--- src/rtl/ecc_pkg.sv ---
// ecc_pkg: shared widths, error-code encoding and column map for the 20/6 SEC-DED code.
// Code layout: extended Hamming. Check bits parity[4:0] sit at positions 1,2,4,8,16,
// data bits fill the remaining positions 3..25 in ascending order, and parity[5] is the
// overall parity over data and parity[4:0].
package ecc_pkg;

    localparam int DATA_W  = 20;
    localparam int PAR_W   = 6;
    localparam int MAX_POS = 25;

    typedef enum logic [1:0] {
        ERR_NONE = 2'b00,
        ERR_SBIT = 2'b01,
        ERR_DBIT = 2'b10
    } ecc_err_e;

    localparam logic [4:0] DATA_POS [DATA_W] = '{
        5'd3,  5'd5,  5'd6,  5'd7,  5'd9,  5'd10, 5'd11, 5'd12, 5'd13, 5'd14,
        5'd15, 5'd17, 5'd18, 5'd19, 5'd20, 5'd21, 5'd22, 5'd23, 5'd24, 5'd25
    };

    // Hamming syndrome contribution of the data bits alone.
    function automatic logic [4:0] data_syn(input logic [DATA_W-1:0] d);
        data_syn = '0;
        for (int i = 0; i < DATA_W; i++)
            data_syn = data_syn ^ (d[i] ? DATA_POS[i] : 5'd0);
    endfunction

    // Check bits for a clean codeword.
    function automatic logic [PAR_W-1:0] ecc_encode(input logic [DATA_W-1:0] d);
        logic [4:0] h;
        h = data_syn(d);
        ecc_encode = {^{d, h}, h};
    endfunction

endpackage

--- src/rtl/ecc_20_rd_stage_if.sv ---
// ecc_20_rd_stage_if: read-word input stream and corrected-word output stream.
// slave  : stage side (consumes in_*, produces out_*)
// master : environment side (produces in_*, consumes out_*)
interface ecc_20_rd_stage_if;
    import ecc_pkg::*;

    logic              in_vld;
    logic              in_rdy;
    logic [DATA_W-1:0] in_data;
    logic [PAR_W-1:0]  in_parity;
    logic              bypass;
    logic              out_vld;
    logic              out_rdy;
    logic [DATA_W-1:0] out_data;
    logic              out_sbit_err;
    logic              out_dbit_err;

    modport slave (
        input  in_vld, in_data, in_parity, bypass, out_rdy,
        output in_rdy, out_vld, out_data, out_sbit_err, out_dbit_err
    );

    modport master (
        output in_vld, in_data, in_parity, bypass, out_rdy,
        input  in_rdy, out_vld, out_data, out_sbit_err, out_dbit_err
    );

endinterface

--- src/rtl/ecc_20_top.sv ---
// ecc_20_top: combinational 20/6 SEC-DED decoder.
// data_in/parity_in : raw word and stored check bits
// data_out          : corrected data (unchanged unless a data bit is fixed)
// err               : ERR_NONE / ERR_SBIT / ERR_DBIT
module ecc_20_top
    import ecc_pkg::*;
(
    input  logic [DATA_W-1:0] data_in,
    input  logic [PAR_W-1:0]  parity_in,
    output logic [DATA_W-1:0] data_out,
    output ecc_err_e          err
);

    logic [4:0] syn;
    logic       ov;

    assign syn = data_syn(data_in) ^ parity_in[4:0];
    assign ov  = ^{data_in, parity_in};

    // Odd overall parity means one flipped bit, unless the syndrome points past the
    // last code position; a zero or power-of-two syndrome is a check-bit error and
    // matches no data column, so the data passes through untouched.
    assign err = ov ? (syn > 5'(MAX_POS) ? ERR_DBIT : ERR_SBIT)
                    : (syn != '0 ? ERR_DBIT : ERR_NONE);

    always_comb begin
        data_out = data_in;
        for (int i = 0; i < DATA_W; i++)
            data_out[i] = data_in[i] ^ (ov && syn == DATA_POS[i]);
    end

endmodule

--- src/rtl/ecc_20_rd_stage.sv ---
// ecc_20_rd_stage: two-register ECC read stage (S1 raw word, S2 decoded word).
// clk, rst_n   : clock, asynchronous active-low reset
// bus (slave)  : in_vld/in_rdy/in_data/in_parity/bypass, out_vld/out_rdy/out_data/out_*_err
// cnt_clr      : synchronous clear of sbit_cnt/dbit_cnt (wins over increment)
// sbit_cnt/dbit_cnt : saturating error counters, built only with ECC20_ERR_CNT_EN defined
// err_irq/irq_clr   : sticky uncorrectable-error flag; a same-cycle set wins over clear
module ecc_20_rd_stage
    import ecc_pkg::*;
#(
    parameter int CNT_WIDTH = 8
) (
    input  logic                 clk,
    input  logic                 rst_n,
    ecc_20_rd_stage_if.slave     bus,
    input  logic                 cnt_clr,
    input  logic                 irq_clr,
    output logic [CNT_WIDTH-1:0] sbit_cnt,
    output logic [CNT_WIDTH-1:0] dbit_cnt,
    output logic                 err_irq
);

    logic              s1_vld;
    logic              s1_byp;
    logic [DATA_W-1:0] s1_data;
    logic [PAR_W-1:0]  s1_par;
    logic [DATA_W-1:0] dec_data;
    ecc_err_e          dec_err;
    logic              s2_load;
    logic              in_fire;
    logic              xfer;
    logic              sbit_x;
    logic              dbit_x;

    // in_rdy depends only on registered state and out_rdy, never on in_vld.
    assign s2_load    = !bus.out_vld || bus.out_rdy;
    assign bus.in_rdy = !s1_vld || s2_load;
    assign in_fire    = bus.in_vld && bus.in_rdy;
    assign xfer       = s1_vld && s2_load;
    assign sbit_x     = xfer && !s1_byp && dec_err == ERR_SBIT;
    assign dbit_x     = xfer && !s1_byp && dec_err == ERR_DBIT;

    ecc_20_top u_dec (
        .data_in   (s1_data),
        .parity_in (s1_par),
        .data_out  (dec_data),
        .err       (dec_err)
    );

    always_ff @(posedge clk or negedge rst_n) begin
        if (!rst_n) begin
            s1_vld  <= 1'b0;
            s1_byp  <= 1'b0;
            s1_data <= '0;
            s1_par  <= '0;
        end else begin
            s1_vld <= in_fire || (s1_vld && !s2_load);
            if (in_fire) begin
                s1_byp  <= bus.bypass;
                s1_data <= bus.in_data;
                s1_par  <= bus.in_parity;
            end
        end
    end

    always_ff @(posedge clk or negedge rst_n) begin
        if (!rst_n) begin
            bus.out_vld      <= 1'b0;
            bus.out_data     <= '0;
            bus.out_sbit_err <= 1'b0;
            bus.out_dbit_err <= 1'b0;
        end else if (s2_load) begin
            bus.out_vld <= s1_vld;
            if (s1_vld) begin
                bus.out_data     <= s1_byp ? s1_data : dec_data;
                bus.out_sbit_err <= sbit_x;
                bus.out_dbit_err <= dbit_x;
            end
        end
    end

    always_ff @(posedge clk or negedge rst_n) begin
        if (!rst_n)
            err_irq <= 1'b0;
        else
            err_irq <= dbit_x || (err_irq && !irq_clr);
    end

`ifdef ECC20_ERR_CNT_EN
    always_ff @(posedge clk or negedge rst_n) begin
        if (!rst_n) begin
            sbit_cnt <= '0;
            dbit_cnt <= '0;
        end else if (cnt_clr) begin
            sbit_cnt <= '0;
            dbit_cnt <= '0;
        end else begin
            if (sbit_x && !(&sbit_cnt))
                sbit_cnt <= sbit_cnt + CNT_WIDTH'(1);
            if (dbit_x && !(&dbit_cnt))
                dbit_cnt <= dbit_cnt + CNT_WIDTH'(1);
        end
    end
`else
    logic cnt_clr_unused;
    assign cnt_clr_unused = cnt_clr;
    assign sbit_cnt       = '0;
    assign dbit_cnt       = '0;
`endif

endmodule

--- src/flat_wrapper.sv ---
// flat-port wrapper written by rule: the top's interface ports become plain ports
module ecc_20_rd_stage_flat import ecc_pkg::*;
#(
    parameter int CNT_WIDTH = 8
)
  (clk, rst_n, cnt_clr, irq_clr, sbit_cnt, dbit_cnt, err_irq, bus_in_vld, bus_in_data, bus_in_parity, bus_bypass, bus_out_rdy, bus_in_rdy, bus_out_vld, bus_out_data, bus_out_sbit_err, bus_out_dbit_err);
  ecc_20_rd_stage_if bus_i ();
  input  logic clk;
  input  logic rst_n;
  input  logic cnt_clr;
  input  logic irq_clr;
  output logic [CNT_WIDTH-1:0] sbit_cnt;
  output logic [CNT_WIDTH-1:0] dbit_cnt;
  output logic err_irq;
  input wire logic [$bits(bus_i.in_vld)-1:0] bus_in_vld;
  input wire logic [$bits(bus_i.in_data)-1:0] bus_in_data;
  input wire logic [$bits(bus_i.in_parity)-1:0] bus_in_parity;
  input wire logic [$bits(bus_i.bypass)-1:0] bus_bypass;
  input wire logic [$bits(bus_i.out_rdy)-1:0] bus_out_rdy;
  output wire logic [$bits(bus_i.in_rdy)-1:0] bus_in_rdy;
  output wire logic [$bits(bus_i.out_vld)-1:0] bus_out_vld;
  output wire logic [$bits(bus_i.out_data)-1:0] bus_out_data;
  output wire logic [$bits(bus_i.out_sbit_err)-1:0] bus_out_sbit_err;
  output wire logic [$bits(bus_i.out_dbit_err)-1:0] bus_out_dbit_err;
  assign bus_i.in_vld = bus_in_vld;
  assign bus_i.in_data = bus_in_data;
  assign bus_i.in_parity = bus_in_parity;
  assign bus_i.bypass = bus_bypass;
  assign bus_i.out_rdy = bus_out_rdy;
  assign bus_in_rdy = bus_i.in_rdy;
  assign bus_out_vld = bus_i.out_vld;
  assign bus_out_data = bus_i.out_data;
  assign bus_out_sbit_err = bus_i.out_sbit_err;
  assign bus_out_dbit_err = bus_i.out_dbit_err;
  ecc_20_rd_stage #(.CNT_WIDTH(CNT_WIDTH)) u_core (.clk(clk), .rst_n(rst_n), .bus(bus_i), .cnt_clr(cnt_clr), .irq_clr(irq_clr), .sbit_cnt(sbit_cnt), .dbit_cnt(dbit_cnt), .err_irq(err_irq));
endmodule
--- config.mk ---
export PLATFORM = sky130hd
export DESIGN_NAME = ecc_20_rd_stage_flat
export DESIGN_NICKNAME = d
export VERILOG_FILES = /design/src/rtl/ecc_pkg.sv /design/src/rtl/ecc_20_rd_stage_if.sv /design/src/rtl/ecc_20_top.sv /design/src/rtl/ecc_20_rd_stage.sv /design/src/flat_wrapper.sv
export SDC_FILE = /design/constraint.sdc
export NUM_CORES = 1
export LEC_CHECK = 0
export CELL_PAD_IN_SITES_DETAIL_PLACEMENT = 0
export CELL_PAD_IN_SITES_GLOBAL_PLACEMENT = 2
export CORE_MARGIN = 4
export CORE_UTILIZATION = 33
export CTS_CLUSTER_SIZE = 10
export DETAILED_ROUTE_END_ITERATION = 10
export PLACE_DENSITY = 0.91
export SYNTH_ARGS = -nofsm -noshare
export SYNTH_HDL_FRONTEND = slang
export SYNTH_SLANG_ARGS = --single-unit
--- constraint.sdc ---
create_clock -name clk -period 3.1 [get_ports clk]
set_input_delay 0.465 -clock clk [delete_from_list [all_inputs] [get_ports clk]]
set_output_delay 0.465 -clock clk [all_outputs]
set_load 0.02 [all_outputs]
==> results.sh, run 1 <==
export IMPL_final_nets=352
export IMPL_rr_worst_depth=7
export IMPL_worst_pin_slew_ns=1.17
export IMPL_rows=35
export IMPL_synth_fa_ha_area_share_pct=0
export IMPL_drive_gt1_share_pct=19.1
export IMPL_path_max_fanout=11
export IMPL_p_per_area_nw_per_um2=910
export IMPL_fillers=931
export IMPL_cts_root_buf="clkbuf_8"
export IMPL_grt_max_degree=53
export IMPL_die_w_um=106
export IMPL_cellLeakagePower_nw=1.55
export IMPL_finalCriticalPeriod_ns=2.67
export IMPL_slew_viol_final=0
export IMPL_ctsHoldBuffers=0
export IMPL_post_cts_resized=0
export IMPL_synth_compound_area_share_pct=9.20
export IMPL_r2r_slack_ns=0.43
export IMPL_synthMuxAreaShare_pct=9.63
export IMPL_critPathCaptureType="flip-flop"
export IMPL_core_um2=9280
export IMPL_final_core_utilization_pct=41.5
export IMPL_hold_violations=0
export IMPL_cp_data_required_time_ns=3.29
export IMPL_startpoint_type="flip-flop"
export IMPL_layout_common_cells="clkdlybuf4s50_1 (55), dfrtp_1 (52), nand2_1 (27), mux2_2 (27), xor2_1 (26)"
export IMPL_cts_htree_levels=2
export IMPL_synth_cell_types=37
export IMPL_overflow=0
export IMPL_path_cells="xnor2_1 -> xnor3_1 -> xor3_2 -> nor3_4 -> o211ai_1 -> xor2_1 -> o21ai_1"
export IMPL_io_buffers=56
export IMPL_tns_ns=0
export IMPL_met2_length_um=3190
export IMPL_diodes=0
export IMPL_cp_arrival_ns=2.86
export IMPL_ios=74
export IMPL_synth_area_per_cell_um2=12.0
export IMPL_die_area_um2=11200
export IMPL_cap_violations=0
export IMPL_wl_met3_um=479
export IMPL_num_vias=2039
export IMPL_fmax_mhz=374
export IMPL_cts_buffers=5
export IMPL_path_class="flip-flop to flip-flop"
export IMPL_worstReg2RegEnd="u_core.bus.out_data[9]"
export IMPL_max_slew_margin_pct=22.1
export IMPL_hpwl_um=5230
export IMPL_path_delay_family="XOR/XNOR gates"
export IMPL_syn_to_final_growth_pct=22.1
export IMPL_postRouteAntennaNets=0
export IMPL_synth_warnings=0
export IMPL_die_h_um=106
export IMPL_layout_commonest_cell="clkdlybuf4s50_1"
export IMPL_grt_pass1_vias=2009
export IMPL_clock_latency_ns=0.30
export IMPL_ctsLongestPathBuffers=2
export IMPL_peakVddDrop_uv=356
export IMPL_hold_path_class="primary input to asynchronous set/reset pin"
export IMPL_grt_pass1_wl_um=10500
export IMPL_crit_cells=7
export IMPL_cts_setup_buffers=0
export IMPL_viasPerCell=4.54
export IMPL_track_usage_pct=11.8
export IMPL_wirelength_um=6540
export IMPL_maxUsedRoutingLayer="met4"
export IMPL_synth_simple_area_share_pct=8.56
export IMPL_skew_ns=0.00594
export IMPL_cts_clk_slew_worst_paths_ns=0.09
export IMPL_synth_xor_area_share_pct=24.9
export IMPL_setup_viol=0
export IMPL_netlist_area_um2=3160
export IMPL_synthCells=264
export IMPL_antenna_found_initial=0
export IMPL_cts_sinks=52
export IMPL_cp_slowest_cell="xnor3_1"
export IMPL_period_share_pct=86.1
export IMPL_drtPass1Iterations=4
export IMPL_outcome="finished clean"
export IMPL_drc=0
export IMPL_initial_core_util_pct=34.0
export IMPL_reg2reg_from="u_core.s1_data[8]"
export IMPL_ys_seq_elements=52
export IMPL_crit_buf_inv=0
export IMPL_first_iter_violations=77
export IMPL_cts_tree="done"
export IMPL_synth_top_family_by_area="XOR/XNOR gates"
export IMPL_rsz0062_at_grt="no"
export IMPL_wl_met1_um=2830
export IMPL_yosysSeqAreaShare_pct=41.2
export IMPL_wl_per_cell_um=14.6
export IMPL_place_congestion=0.916
export IMPL_slowest_delay_ns=0.51
## where the power goes
part           switching [mW]  total (mW)  internal [mW]
logic                    1.23        2.14          0.918
registers               0.139       0.963          0.824
clock network           0.220       0.402          0.182
## cells by family (layout without fill, tap and decap cells)
group,Yosys count,in the layout
flops,52,52
mux,27,27
xor+xnor,62,62
compound gates,45,45
other cells,1,16
buf+inv,28,69
simple gates,49,49
## cells in the mapped netlist, drive strengths merged
| cell | instances | area (um^2) |
|---|---|---|
| xor3 | 2 | 48.8 |
| and3b | 1 | 8.76 |
| nor2b | 1 | 6.26 |
| o2111ai | 1 | 8.76 |
| nand2 | 27 | 101 |
| nor3 | 9 | 91.3 |
| nor2 | 4 | 17.5 |
| or2 | 1 | 6.26 |
| xnor3 | 7 | 161 |
| inv | 2 | 7.51 |
| xnor2 | 22 | 257 |
| mux2 | 27 | 304 |
| nand3b | 1 | 7.51 |
| dlygate4sd1 | 1 | 8.76 |
| a32o | 1 | 10.0 |
| and2 | 2 | 12.5 |
| o21ai | 21 | 105 |
| dlygate4sd3 | 1 | 10.0 |
| clkbuf | 4 | 15.0 |
| conb | 1 | 3.75 |
| nand2b | 3 | 18.8 |
| o211ai | 21 | 158 |
| xor2 | 31 | 320 |
| buf | 20 | 159 |
| dfrtp | 52 | 1300 |
| a221oi | 1 | 8.76 |
## metrics by stage
step                power [mW]  hold WS, ns  area, um^2  setup WS, ns  std cells
floorplan                 2.68        0.169        3210         0.798        279
global placement          3.09        0.466        3760         0.495        441
detailed placement        3.12        0.473        3760         0.444        441
CTS                       3.54        0.430        3850         0.439        449
global route              3.76        0.493        3850         0.271        449
finish                    3.51        0.399        3850         0.430        449
## registers in the layout, summed over array words and instances, names as in the netlist
| signal | cells |
|---|---|
| u_core.bus.out_data | 20 |
| u_core.s1_data | 20 |
| u_core.s1_par | 6 |
| u_core.bus.out_dbit_err | 1 |
| u_core.bus.out_sbit_err | 1 |
| u_core.bus.out_vld | 1 |
| u_core.err_irq | 1 |
| u_core.s1_byp | 1 |
| u_core.s1_vld | 1 |
## routing by layer
| metal | vias up | GRT usage [%] |
|---|---|---|
| met5 | - | 0 |
| met4 | 0 | 2.59 |
| met3 | 4 | 3.00 |
| met2 | 63 | 20.2 |
| met1 | 987 | 15.1 |
| li1 | 985 | - |
## cell type report
| class | instances | area (um^2) | share of cell area (%) |
|---|---|---|---|
| multi-input cells | 199 | 1710 | 44.4 |
| clock buffers | 7 | 86.3 | 2.24 |
| repair buffers | 59 | 578 | 15.0 |
| clock inverters | 1 | 7.51 | 0.195 |
| flip-flops and latches | 52 | 1300 | 33.8 |
| inverters | 2 | 7.51 | 0.195 |
| well taps | 129 | 161 | 4.19 |
## worst max path at each step
stage | slack [ns] | to | start
after floorplan | 0.80 | u_core.bus.out_data[18] | u_core.s1_data[8]
after global placement | 0.50 | u_core.bus.out_data[7] | u_core.s1_data[8]
after detailed placement | 0.44 | u_core.bus.out_data[18] | u_core.s1_data[8]
after CTS | 0.44 | u_core.bus.out_data[18] | u_core.s1_data[8]
after global routing | 0.27 | u_core.bus.out_data[10] | u_core.s1_data[8]
final | 0.43 | u_core.bus.out_data[9] | u_core.s1_data[8]
(Power assumes the default switching activity.)
==> run 2, diff against run 1 <==
--- a/config.mk
+++ b/config.mk
@@ -11,7 +11,7 @@
 export CORE_UTILIZATION = 33
 export CTS_CLUSTER_SIZE = 10
 export DETAILED_ROUTE_END_ITERATION = 10
-export PLACE_DENSITY = 0.91
+export PLACE_DENSITY_LB_ADDON = 0.1
 export SYNTH_ARGS = -nofsm -noshare
 export SYNTH_HDL_FRONTEND = slang
 export SYNTH_SLANG_ARGS = --single-unit
==> results.sh, run 2 (same netlist as run 1, synthesis figures left out) <==
export IMPL_startpoint_type="flip-flop"
export IMPL_die_h_um=106
export IMPL_ios=74
export IMPL_track_usage_pct=13.2
export IMPL_cp_arrival_ns=2.92
export IMPL_fin_cells=449
export IMPL_cts_htree_levels=2
export IMPL_cellLeakagePower_nw=1.56
export IMPL_setup_viol=0
export IMPL_r2r_slack_ns=0.41
export IMPL_drive_gt1_share_pct=19.1
export IMPL_crit_buf_inv=0
export IMPL_path_delay_family="XOR/XNOR gates"
export IMPL_ctsHoldBuffers=0
export IMPL_critPathCaptureType="flip-flop"
export IMPL_grt_max_degree=30
export IMPL_cts_root_buf="clkbuf_8"
export IMPL_finalCriticalPeriod_ns=2.69
export IMPL_initial_core_util_pct=34.0
export IMPL_postRouteAntennaNets=0
export IMPL_syn_to_final_growth_pct=22.9
export IMPL_dp_cells=441
export IMPL_fmax_mhz=371
export IMPL_max_slew_margin_pct=56.6
export IMPL_cts_setup_buffers=0
export IMPL_rows=35
export IMPL_io_buffers=56
export IMPL_peakVddDrop_uv=340
export IMPL_grt_pass1_wl_um=11400
export IMPL_post_cts_resized=0
export IMPL_antenna_found_initial=0
export IMPL_num_vias=2010
export IMPL_layout_common_cells="clkdlybuf4s50_1 (55), dfrtp_1 (52), nand2_1 (27), mux2_2 (27), xor2_1 (26)"
export IMPL_cap_violations=0
export IMPL_ctsLongestPathBuffers=2
export IMPL_worst_pin_slew_ns=0.651
export IMPL_wl_per_cell_um=15.2
export IMPL_cts_sinks=52
export IMPL_cp_data_required_time_ns=3.33
export IMPL_path_max_fanout=11
export IMPL_final_core_utilization_pct=41.8
export IMPL_core_um2=9280
export IMPL_drtPass1Iterations=4
export IMPL_cp_slowest_cell="xor3_2"
export IMPL_final_nets=352
export IMPL_cts_clk_slew_worst_paths_ns=0.10
export IMPL_hold_violations=0
export IMPL_die_area_um2=11200
export IMPL_reg2reg_from="u_core.s1_data[0]"
export IMPL_viasPerCell=4.48
export IMPL_place_congestion=0.859
export IMPL_clock_latency_ns=0.31
export IMPL_layout_commonest_cell="clkdlybuf4s50_1"
export IMPL_period_share_pct=86.9
export IMPL_path_cells="xnor3_2 -> xor2_2 -> xor3_2 -> nor3_4 -> o211ai_1 -> xor2_1 -> o21ai_1"
export IMPL_slew_viol_final=0
export IMPL_die_w_um=106
export IMPL_grt_pass1_vias=2098
export IMPL_slowest_delay_ns=0.55
export IMPL_hpwl_um=5530
export IMPL_hold_path_class="primary input to asynchronous set/reset pin"
export IMPL_path_class="flip-flop to flip-flop"
export IMPL_rr_worst_depth=7
export IMPL_startpoint="u_core.s1_data[0]"
export IMPL_top_regs="u_core.bus.out_data x20, u_core.s1_data x20, u_core.s1_par x6"
export IMPL_pre_cts_ws_ns=0.400
export IMPL_fin_ws_ns=0.407
export IMPL_p_per_area_nw_per_um2=926
export IMPL_first_iter_violations=38
export IMPL_worstReg2RegEnd="u_core.bus.out_data[5]"
export IMPL_diodes=0
export IMPL_outcome="finished clean"
export IMPL_skew_ns=0.00856
export IMPL_drc=0
export IMPL_rsz0062_at_grt="no"
export IMPL_overflow=0
export IMPL_cts_buffers=5
export IMPL_wirelength_um=6850
export IMPL_cts_tree="done"
export IMPL_tns_ns=0
-- run 2: per-layer routing --
metal,up-vias,wire [um],track usage [%]
li1,985,-,-
met1,971,3160,18.0
met2,46,3310,21.4
met3,8,291,2.39
met4,0,80,3.61
met5,-,0,0
-- run 2: layout make-up --
cell class	count	area (um^2)
Clock buffer	6	72.6
Clock inverter	2	35.0
Fill cell	903	5400
Inverter	2	7.51
Multi-Input combinational cell	199	1710
Sequential cell	52	1300
Tap cell	129	161
Timing Repair Buffer	59	591
-- run 2: how the worst max path moves through the flow --
stage | depth (start not counted) | slack, ns | endpoint
finish | 7 | 0.41 | u_core.bus.out_data[5]
global route | 7 | 0.19 | u_core.bus.out_data[9]
CTS | 7 | 0.38 | u_core.bus.out_data[4]
detailed placement | 7 | 0.40 | u_core.bus.out_data[4]
global placement | 7 | 0.42 | u_core.bus.out_data[18]
floorplan | 8 | 0.80 | u_core.bus.out_data[18]
-- run 2: metrics by stage --
stage	hold WS (ns)	area, um^2	total power [mW]
floorplan	0.169	3210	2.68
CTS	0.199	3880	3.65
finish	0.173	3880	3.59
detailed placement	0.474	3770	3.17
global route	0.222	3880	3.89
global placement	0.466	3770	3.15
-- run 2: power breakdown --
part           switching (mW)  internal [mW]  leakage (nW)  total, mW
Sequential              0.143          0.824         0.621      0.967
Clock                   0.220          0.240        0.0552      0.460
Combinational            1.24          0.921         0.886       2.16
Total                    1.61           1.98          1.56       3.59
-- run 2: worst reg2reg max path: cells and delay by family, from the launching register on --
kind	cells	cell delay, ns
XOR/XNOR	4	1.45
flip-flops	1	0.46
AND/OR/NAND/NOR	1	0.39
AO/OA/AOI/OAI	2	0.33
==> run 3, diff against run 2 <==
--- a/config.mk
+++ b/config.mk
@@ -9,6 +9,7 @@
 export CELL_PAD_IN_SITES_GLOBAL_PLACEMENT = 2
 export CORE_MARGIN = 4
 export CORE_UTILIZATION = 33
+export CTS_CLUSTER_DIAMETER = 150
 export CTS_CLUSTER_SIZE = 10
 export DETAILED_ROUTE_END_ITERATION = 10
 export PLACE_DENSITY_LB_ADDON = 0.1
==> results of run 3 <==
No change in the layout: final DEF, timing and power equal those of run 2.
